--- config.mk ---
export PLATFORM = sky130hd
export DESIGN_NAME = imm_ext_pipe_flat
export DESIGN_NICKNAME = d
export VERILOG_FILES = /design/src/rtl/imm_ext_pipe_if.sv /design/src/rtl/imm_ext_pipe.sv /design/src/flat_wrapper.sv
export SDC_FILE = /design/constraint.sdc
export NUM_CORES = 1
export LEC_CHECK = 0
export BUFFER_PORTS_ARGS = -buffer_cell sky130_fd_sc_hd__buf_4
export CORE_UTILIZATION = 55
export CTS_BUF_LIST = sky130_fd_sc_hd__clkbuf_8 sky130_fd_sc_hd__clkbuf_16
export DETAILED_ROUTE_END_ITERATION = 12
export MAX_ROUTING_LAYER = met4
export PLACE_DENSITY = 0.75
export SLEW_MARGIN = 20
export SYNTH_ARGS = -nofsm -noshare
export SYNTH_HDL_FRONTEND = slang
export SYNTH_SLANG_ARGS = --single-unit
--- constraint.sdc ---
create_clock -name clk -period 1.9 [get_ports clk]
set_input_delay 0.19 -clock clk [delete_from_list [all_inputs] [get_ports clk]]
set_output_delay 0.19 -clock clk [all_outputs]
set_load 0.005 [all_outputs]
--- src/rtl/imm_ext_pipe_if.sv ---
// ---------------------------------------------------------------------------------------------
// imm_ext_pipe_if
//
// Handshake bundle for the pipelined immediate extender. Carries both the upstream (ID side)
// request channel and the downstream (EX side) result channel.
//
// Signals:
//   in_valid / in_ready     upstream valid/ready
//   imm_in, ExtOp, tag_in   raw immediate, extension mode, sideband tag
//   out_valid / out_ready   downstream valid/ready
//   imm_out, tag_out        extended immediate and its tag
//   ext_err                 illegal-mode flag (present only when IMM_EXT_ERR_EN is defined)
//
// Modports:
//   slave  - the extender itself (consumes requests, produces results)
//   master - the environment (produces requests, consumes results)
// ---------------------------------------------------------------------------------------------
interface imm_ext_pipe_if #(
  parameter int unsigned IMM_W  = 16,
  parameter int unsigned DATA_W = 32,
  parameter int unsigned TAG_W  = 8
);

  logic              in_valid;
  logic              in_ready;
  logic [IMM_W-1:0]  imm_in;
  logic [2:0]        ExtOp;
  logic [TAG_W-1:0]  tag_in;
  logic              out_valid;
  logic              out_ready;
  logic [DATA_W-1:0] imm_out;
  logic [TAG_W-1:0]  tag_out;
`ifdef IMM_EXT_ERR_EN
  logic              ext_err;
`endif

  modport slave (
    input  in_valid, imm_in, ExtOp, tag_in, out_ready,
`ifdef IMM_EXT_ERR_EN
    output ext_err,
`endif
    output in_ready, out_valid, imm_out, tag_out
  );

  modport master (
    output in_valid, imm_in, ExtOp, tag_in, out_ready,
`ifdef IMM_EXT_ERR_EN
    input  ext_err,
`endif
    input  in_ready, out_valid, imm_out, tag_out
  );

endinterface

--- src/rtl/imm_ext_pipe.sv ---
// ---------------------------------------------------------------------------------------------
// imm_ext_pipe
//
// Pipelined ID-stage immediate extender. The raw immediate is extended combinationally on the
// input side and registered into an output register (OR). A one-entry skid register (SK)
// catches a transaction accepted while OR is stalled, so EX back-pressure never drops data.
// The OR/SK pair behaves as a strict 2-deep FIFO whose head is presented on the output.
//
// Modes (ExtOp): 000 zero-ext, 001 sign-ext, 010 load-upper, 011 branch offset (sign-ext << 2),
//                100 shift amount (imm_in[10:6]), 101-111 illegal (result 0).
//
// Ports:
//   clk      rising-edge clock
//   reset    synchronous active-high reset
//   flush    synchronous flush; drops every held transaction and any same-cycle accept
//   pipe_io  imm_ext_pipe_if.slave handshake bundle (see the interface header)
//
// Optional feature: define IMM_EXT_ERR_EN to add the ext_err flag, stored with each
// transaction and raised alongside the result of an illegal ExtOp.
// ---------------------------------------------------------------------------------------------
module imm_ext_pipe #(
  parameter int unsigned IMM_W  = 16,
  parameter int unsigned DATA_W = 32,
  parameter int unsigned TAG_W  = 8
) (
  input logic           clk,
  input logic           reset,
  input logic           flush,
  imm_ext_pipe_if.slave pipe_io
);

  typedef enum logic [2:0] {
    ExtZero   = 3'b000,
    ExtSign   = 3'b001,
    ExtUpper  = 3'b010,
    ExtBranch = 3'b011,
    ExtShamt  = 3'b100
  } ext_op_e;

  // -------------------------------------------------------------------------------------------
  // Extension datapath (input side)
  // -------------------------------------------------------------------------------------------
  logic [DATA_W-1:0] sext;
  logic [DATA_W-1:0] ext_val;
`ifdef IMM_EXT_ERR_EN
  logic              ext_illegal;
`endif

  always_comb begin
    sext    = {{(DATA_W-IMM_W){pipe_io.imm_in[IMM_W-1]}}, pipe_io.imm_in};
    ext_val = '0;
`ifdef IMM_EXT_ERR_EN
    ext_illegal = 1'b0;
`endif
    case (pipe_io.ExtOp)
      ExtZero:   ext_val = {{(DATA_W-IMM_W){1'b0}}, pipe_io.imm_in};
      ExtSign:   ext_val = sext;
      ExtUpper:  ext_val = {pipe_io.imm_in, {(DATA_W-IMM_W){1'b0}}};
      // Top two bits of the sign-extended value fall off the end.
      ExtBranch: ext_val = {sext[DATA_W-3:0], 2'b00};
      ExtShamt:  ext_val = {{(DATA_W-5){1'b0}}, pipe_io.imm_in[10:6]};
      default: begin
        ext_val = '0;
`ifdef IMM_EXT_ERR_EN
        ext_illegal = 1'b1;
`endif
      end
    endcase
  end

  // -------------------------------------------------------------------------------------------
  // Output register and skid register
  // -------------------------------------------------------------------------------------------
  logic              or_valid_q, or_valid_d;
  logic [DATA_W-1:0] or_data_q,  or_data_d;
  logic [TAG_W-1:0]  or_tag_q,   or_tag_d;
  logic              sk_valid_q, sk_valid_d;
  logic [DATA_W-1:0] sk_data_q,  sk_data_d;
  logic [TAG_W-1:0]  sk_tag_q,   sk_tag_d;
`ifdef IMM_EXT_ERR_EN
  logic              or_err_q,   or_err_d;
  logic              sk_err_q,   sk_err_d;
`endif

  logic accept;
  logic consume;

  // in_ready depends only on registered state, so there is no comb path from out_ready.
  assign accept  = pipe_io.in_valid & ~sk_valid_q;
  assign consume = or_valid_q & pipe_io.out_ready;

  always_comb begin
    or_valid_d = or_valid_q;
    or_data_d  = or_data_q;
    or_tag_d   = or_tag_q;
    sk_valid_d = sk_valid_q;
    sk_data_d  = sk_data_q;
    sk_tag_d   = sk_tag_q;
`ifdef IMM_EXT_ERR_EN
    or_err_d   = or_err_q;
    sk_err_d   = sk_err_q;
`endif

    if (flush) begin
      // Flush mirrors reset: everything held (and any accept this cycle) is dropped.
      or_valid_d = 1'b0;
      or_data_d  = '0;
      or_tag_d   = '0;
      sk_valid_d = 1'b0;
      sk_data_d  = '0;
      sk_tag_d   = '0;
`ifdef IMM_EXT_ERR_EN
      or_err_d   = 1'b0;
      sk_err_d   = 1'b0;
`endif
    end else if (!or_valid_q || consume) begin
      // OR is free this cycle.
      if (sk_valid_q) begin
        or_valid_d = 1'b1;
        or_data_d  = sk_data_q;
        or_tag_d   = sk_tag_q;
`ifdef IMM_EXT_ERR_EN
        or_err_d   = sk_err_q;
`endif
        sk_valid_d = accept;
        if (accept) begin
          sk_data_d = ext_val;
          sk_tag_d  = pipe_io.tag_in;
`ifdef IMM_EXT_ERR_EN
          sk_err_d  = ext_illegal;
`endif
        end
      end else begin
        or_valid_d = accept;
        if (accept) begin
          or_data_d = ext_val;
          or_tag_d  = pipe_io.tag_in;
`ifdef IMM_EXT_ERR_EN
          or_err_d  = ext_illegal;
`endif
        end
      end
    end else if (accept) begin
      // OR stalled: the new transaction parks in the skid register.
      sk_valid_d = 1'b1;
      sk_data_d  = ext_val;
      sk_tag_d   = pipe_io.tag_in;
`ifdef IMM_EXT_ERR_EN
      sk_err_d   = ext_illegal;
`endif
    end
  end

  always_ff @(posedge clk) begin
    if (reset) begin
      or_valid_q <= 1'b0;
      or_data_q  <= '0;
      or_tag_q   <= '0;
      sk_valid_q <= 1'b0;
      sk_data_q  <= '0;
      sk_tag_q   <= '0;
`ifdef IMM_EXT_ERR_EN
      or_err_q   <= 1'b0;
      sk_err_q   <= 1'b0;
`endif
    end else begin
      or_valid_q <= or_valid_d;
      or_data_q  <= or_data_d;
      or_tag_q   <= or_tag_d;
      sk_valid_q <= sk_valid_d;
      sk_data_q  <= sk_data_d;
      sk_tag_q   <= sk_tag_d;
`ifdef IMM_EXT_ERR_EN
      or_err_q   <= or_err_d;
      sk_err_q   <= sk_err_d;
`endif
    end
  end

  // -------------------------------------------------------------------------------------------
  // Outputs
  // -------------------------------------------------------------------------------------------
  assign pipe_io.in_ready  = ~sk_valid_q;
  assign pipe_io.out_valid = or_valid_q;
  assign pipe_io.imm_out   = or_data_q;
  assign pipe_io.tag_out   = or_tag_q;
`ifdef IMM_EXT_ERR_EN
  assign pipe_io.ext_err   = or_valid_q & or_err_q;
`endif

endmodule

--- src/flat_wrapper.sv ---
// flat-port wrapper written by rule: the top's interface ports become plain ports
module imm_ext_pipe_flat 
#(
  parameter int unsigned IMM_W  = 16,
  parameter int unsigned DATA_W = 32,
  parameter int unsigned TAG_W  = 8
)
  (clk, reset, flush, pipe_io_in_valid, pipe_io_imm_in, pipe_io_ExtOp, pipe_io_tag_in, pipe_io_out_ready, pipe_io_in_ready, pipe_io_out_valid, pipe_io_imm_out, pipe_io_tag_out);
  imm_ext_pipe_if #(.IMM_W(IMM_W), .DATA_W(DATA_W), .TAG_W(TAG_W)) pipe_io_i ();
  input logic clk;
  input logic reset;
  input logic flush;
  input wire logic [$bits(pipe_io_i.in_valid)-1:0] pipe_io_in_valid;
  input wire logic [$bits(pipe_io_i.imm_in)-1:0] pipe_io_imm_in;
  input wire logic [$bits(pipe_io_i.ExtOp)-1:0] pipe_io_ExtOp;
  input wire logic [$bits(pipe_io_i.tag_in)-1:0] pipe_io_tag_in;
  input wire logic [$bits(pipe_io_i.out_ready)-1:0] pipe_io_out_ready;
  output wire logic [$bits(pipe_io_i.in_ready)-1:0] pipe_io_in_ready;
  output wire logic [$bits(pipe_io_i.out_valid)-1:0] pipe_io_out_valid;
  output wire logic [$bits(pipe_io_i.imm_out)-1:0] pipe_io_imm_out;
  output wire logic [$bits(pipe_io_i.tag_out)-1:0] pipe_io_tag_out;
  assign pipe_io_i.in_valid = pipe_io_in_valid;
  assign pipe_io_i.imm_in = pipe_io_imm_in;
  assign pipe_io_i.ExtOp = pipe_io_ExtOp;
  assign pipe_io_i.tag_in = pipe_io_tag_in;
  assign pipe_io_i.out_ready = pipe_io_out_ready;
  assign pipe_io_in_ready = pipe_io_i.in_ready;
  assign pipe_io_out_valid = pipe_io_i.out_valid;
  assign pipe_io_imm_out = pipe_io_i.imm_out;
  assign pipe_io_tag_out = pipe_io_i.tag_out;
  imm_ext_pipe #(.IMM_W(IMM_W), .DATA_W(DATA_W), .TAG_W(TAG_W)) u_core (.clk(clk), .reset(reset), .flush(flush), .pipe_io(pipe_io_i));
endmodule
---- After elaboration in Yosys (flattened, before gate mapping) ----
Index checks and enable logic that the tools add are counted.
word-level totals
  RAM bits ................................ 0
  output and inout port bits .............. 42
  flip-flop bits (word level) ............. 82
  memories ................................ 0
  bits in read-only memories .............. 0
  bits in latches ......................... 0
  word-level logic and storage cells ...... 36
  input bits .............................. 32
cells by class
  order comparisons ....................... 0
  multipliers ............................. 0
  mux-type cells .......................... 15
  reductions and logical operators ........ 7
  bitwise gates (word level) .............. 3
  equal/unequal tests ..................... 5
  shifts and indexed selects .............. 0
  $add $sub $neg .......................... 0
  div/mod/pow operators ................... 0
operator list
  cell                                                             count
  32-bit two-way mux                                               5
  32-bit case mux with 5 select lines                              1
  8-bit two-way mux                                                5
  3-bit by 2-bit == test with 1-bit output, second input constant  2
  1-bit two-way mux                                                4
  2-bit nonzero test                                               2
  3-bit by 1-bit == test with 1-bit output, second input constant  1
  3-bit == test, second input constant                             1
  3-bit logical NOT                                                1
  1-bit AND                                                        2
  2-bit by 1-bit != test with 1-bit output, second input constant  1
  2-bit AND reduction                                              1
  2-bit OR reduction                                               1
  1-bit logical NOT                                                1
  1-bit logical OR                                                 1
  1-bit inverter                                                   1

---- Logic depth before layout (Yosys ltp) ----
  depth in word-level cells ............... 5
  depth in mapped cells ................... 6
  mapped depth without buffers ............ 3

---- Worst setup path before layout ----
No wires, ideal clock.
  path type ............................... register to register
  start ................................... register u_core.sk_valid_q
  end ..................................... register u_core.sk_data_q[4]
  period minus slack after synthesis ...... 1,321 ps
  library setup time ...................... 129 ps
  stages on the path, launching flop included .. 6
  buffers on the path ..................... 2
  path slack .............................. 579 ps
  arrival time ............................ 1,192 ps
  path through ............................ dfxtp_1 nand4bb_1 clkbuf_1 buf_2 a2111oi_0 nor2_1
between the ends
  longest elaborated chain between the ends .. 5
ends and longest elaborated chain
  item                              RTL line             RTL
  start: declaration                imm_ext_pipe.sv:77   logic sk_valid_q, sk_valid_d;
  start signal: assignment          imm_ext_pipe.sv:170  sk_valid_q <= sk_valid_d;
  1-bit inverter                    imm_ext_pipe.sv:89   assign accept = pipe_io.in_valid & ~sk_valid_q;
  1-bit AND                         imm_ext_pipe.sv:89
  32-bit two-way mux (3 in series)  --
  end signal: assignment            imm_ext_pipe.sv:171  sk_data_q <= sk_data_d;
  end: declaration                  imm_ext_pipe.sv:78   logic [DATA_W-1:0] sk_data_q, sk_data_d;
Several ways; a longest one is shown, not always the timed one. The select of a mux whose other input is x is not followed.
A chain may end at the register's enable or synchronous reset.

---- Worst setup path in the final report ----
  start ................................... register u_core.sk_valid_q
  end ..................................... output port pipe_io_in_ready
between the ends
  longest elaborated chain between the ends .. 1
ends and longest elaborated chain
  item              RTL line             RTL
  1-bit inverter    imm_ext_pipe.sv:183  assign pipe_io.in_ready = ~sk_valid_q;
  end: declaration  flat_wrapper.sv:18   output wire logic [$bits(pipe_io_i.in_ready)-1:0] pipe_io_in_ready;
No other way between the ends.

==> results.py <==
metrics = {
    "cts": {
        "cts_tree": "yes",
        "hold_buffers": 0,
        "cts_setup_buffers": 0,
        "worstSkewPairLatency_ns": 0.36,
        "post_cts_resized": 0,
        "cts_root_buf": "clkbuf_8",
        "cts_sinks": 82,
        "numCtsBuffers": 9,
        "clkTransAtPathRegs_ns": 0.08,
        "cts_max_path_buffers": 2,
        "htree_levels": 3,
    },
    "global_routing": {
        "overflow": 0,
        "grt_first_pass_wirelength_um": 18530,
        "grt_max_degree": 51,
        "grt_pass1_vias": 3607,
        "antenna_found_initial": 0,
        "grt_util_all_layers_pct": 29.20,
    },
    "synth": {
        "postSynthCellCount": 475,
        "synthFlopType": "dfxtp_1",
        "seq_area_frac_synth_pct": 38.65,
        "synth_area_per_cell_um2": 8.943,
        "synth_cell_type_count": 39,
        "syn-num-nets": 507,
        "yosysWarningCount": 0,
        "synth-edff-count": 0,
        "synth_seq_cells": 82,
        "async_reset_ff_share_pct": 0,
        "syn-cell-area_mm2": 0.004248,
    },
    "final_layout": {
        "n_antenna_cell": 0,
        "layout-drive-gt1-share_pct": 27.78,
        "syn2layout_area_growth_pct": 17.38,
        "final.fill_count": 629,
        "nets": 550,
        "utilization_pct": 67.66,
        "layout_common_cells": "88 x buf_4, 81 x dfxtp_1, 58 x a21oi_1",
        "final_common_cell": "buf_4",
    },
    "route": {
        "dr.pass1.iters": 5,
        "drt_iter0_markers": 233,
        "dr_total_vias": 3883,
        "routed_wl_um": 11250,
        "via_per_inst": 6.253,
        "drc": 0,
        "ant_nets": 0,
        "routedWlPerCell_um": 18.12,
    },
    "worst_setup_path": {
        "regToRegSetupSlack_ns": 0.38,
        "crit_start": "u_core.sk_valid_q",
        "slowest_stage": "dfxtp_2",
        "required_ns": 1.71,
        "reg2reg_from": "u_core.sk_valid_q",
        "crit_chain": "buf_6 -> inv_2 -> buf_4",
        "cp-start-kind": "flip-flop",
        "crit_family": "buffers and inverters",
        "ff2ff_path_depth": 4,
        "slowest_delay_ns": 0.38,
        "path_buf_inv": 3,
        "worstSetupPathType": "reg2out",
        "crit_arrival_ns": 1.50,
        "r2r-end": "u_core.pipe_io.imm_out[16]",
        "worst-path-max-fanout": 37,
        "endpoint_kind": "output port",
    },
    "floorplanning": {
        "core-area_mm2": 0.007370,
        "initial_utilization_pct": 57.64,
        "die-area_mm2": 0.008078,
        "die_width_um": 89.88,
        "die_h_um": 89.88,
        "core.rowCount": 31,
        "num_io_pins": 74,
    },
    "min_path": {
        "holdPathEnd": "u_core.sk_tag_q[3]",
        "min_path_cells": 3,
        "hp-class": "in2reg",
        "hp-start": "pipe_io_tag_in[3]",
    },
    "timing": {
        "fin_ws_ns": 0.2095,
        "clock.fmax_mhz": 591.5,
        "setup_viol": 0,
        "worst_pin_slew_ns": 0.6478,
        "rsz0062_at_grt": "false",
        "skew_ns": 0.008292,
        "tns_ns": 0,
        "post-route-period-util_pct": 88.97,
        "max_slew_margin_pct": 56.76,
        "hold_viol": 0,
        "drv_slew": 0,
        "post-route-min-period_ns": 1.690,
    },
    "placement": {
        "dp_slack_ns": 0.3828,
        "routabilityCongestion": 0.8559,
        "hpwl_um": 7187,
        "port_buffers": 73,
    },
    "job": {
        "drv_cap": 0,
    },
    "power_and_ir_drop": {
        "powerDensity_mw_per_mm2": 741.3,
        "cellLeakagePower_nw": 1.785,
        "ir_drop_mv": 0.4645,
    },
    "run_status": {
        "status": "finished, final reports clean",
    },
}
## power breakdown
| part | total [W] | internal [W] | switching, W |
|---|---|---|---|
| clock network | 0.00141 | 0.000796 | 0.000614 |
| logic | 0.000509 | 0.000212 | 0.000296 |
| registers | 0.00178 | 0.00175 | 0.0000221 |
| total | 0.00370 | 0.00276 | 0.000932 |
## metal layers
metal,global-route usage [%],vias up,wire length [um]
li1,-,1860,-
met5,-,-,0
met4,10.62,0,233
met1,39.46,1857,5245
met3,5.499,26,673
met2,43.65,140,5098
## cells in the mapped netlist (all sizes together), types with 14 or more instances
cell | number | area share (%)
dfxtp | 82 | 39
a21oi | 58 | 6.8
nand2 | 50 | 4.4
o21ai | 32 | 3.8
buf | 29 | 4.5
clkbuf | 29 | 2.6
o211ai | 24 | 4.2
a211oi | 19 | 5.6
a311oi | 18 | 6.4
nand3 | 16 | 1.9
nand2b | 15 | 2.2
and3b | 14 | 2.9
## worst max-delay path by stage
stage	to	slack (ns)	depth (start not counted)
finish	pipe_io_in_ready	0.21	3
global route	pipe_io_in_ready	0.15	3
CTS	pipe_io_in_ready	0.08	3
detailed placement	u_core.pipe_io.imm_out[27]	0.38	4
global placement	u_core.sk_data_q[12]	0.42	5
floorplan	u_core.sk_data_q[4]	0.58	5
## final cells by class
class / count / area [um2] / share of cell area [%]
tap: 99 / 123.9 / 2.484
multi-input combinational: 332 / 2297 / 46.07
clock inverter: 4 / 67.56 / 1.355
timing repair buffer: 90 / 691.9 / 13.88
clock buffer: 11 / 151.4 / 3.036
sequential: 82 / 1643 / 32.95
inverter: 3 / 11.26 / 0.2258
## worst reg2reg max path, stage by stage (launching register included)
cell      delay (ns)
dfxtp_2         0.35
or2_1           0.24
and2_2          0.35
buf_12          0.26
a311oi_2        0.23
## registers in the layout, indices dropped and copies added (netlist names)
register / cells
u_core.pipe_io.imm_out: 32
u_core.sk_data_q: 32
u_core.pipe_io.tag_out: 8
u_core.sk_tag_q: 8
u_core.pipe_io.out_valid: 1
u_core.sk_valid_q: 1
## metrics by stage
step / hold slack [ns] / std cells / power, W / instance area (um2)
after floorplan: 0.3260 / 475 / 0.002139 / 4248
after global placement: 0.4327 / 606 / 0.002311 / 4763
after detailed placement: 0.4417 / 606 / 0.002319 / 4763
after CTS: 0.07932 / 621 / 0.003702 / 4982
after global routing: 0.07863 / 621 / 0.003840 / 4986
final: 0.08214 / 621 / 0.003696 / 4986
## cells by family after synthesis
group                  count (synthesis)  synth area share, %
AOI/OAI and AO/OA                    185                33.76
and+or+nand+nor                      138                18.17
DFF                                   82                38.64
buffers and inverters                 61                7.305
muxes                                  9                2.121
(Power assumes the default switching activity.)
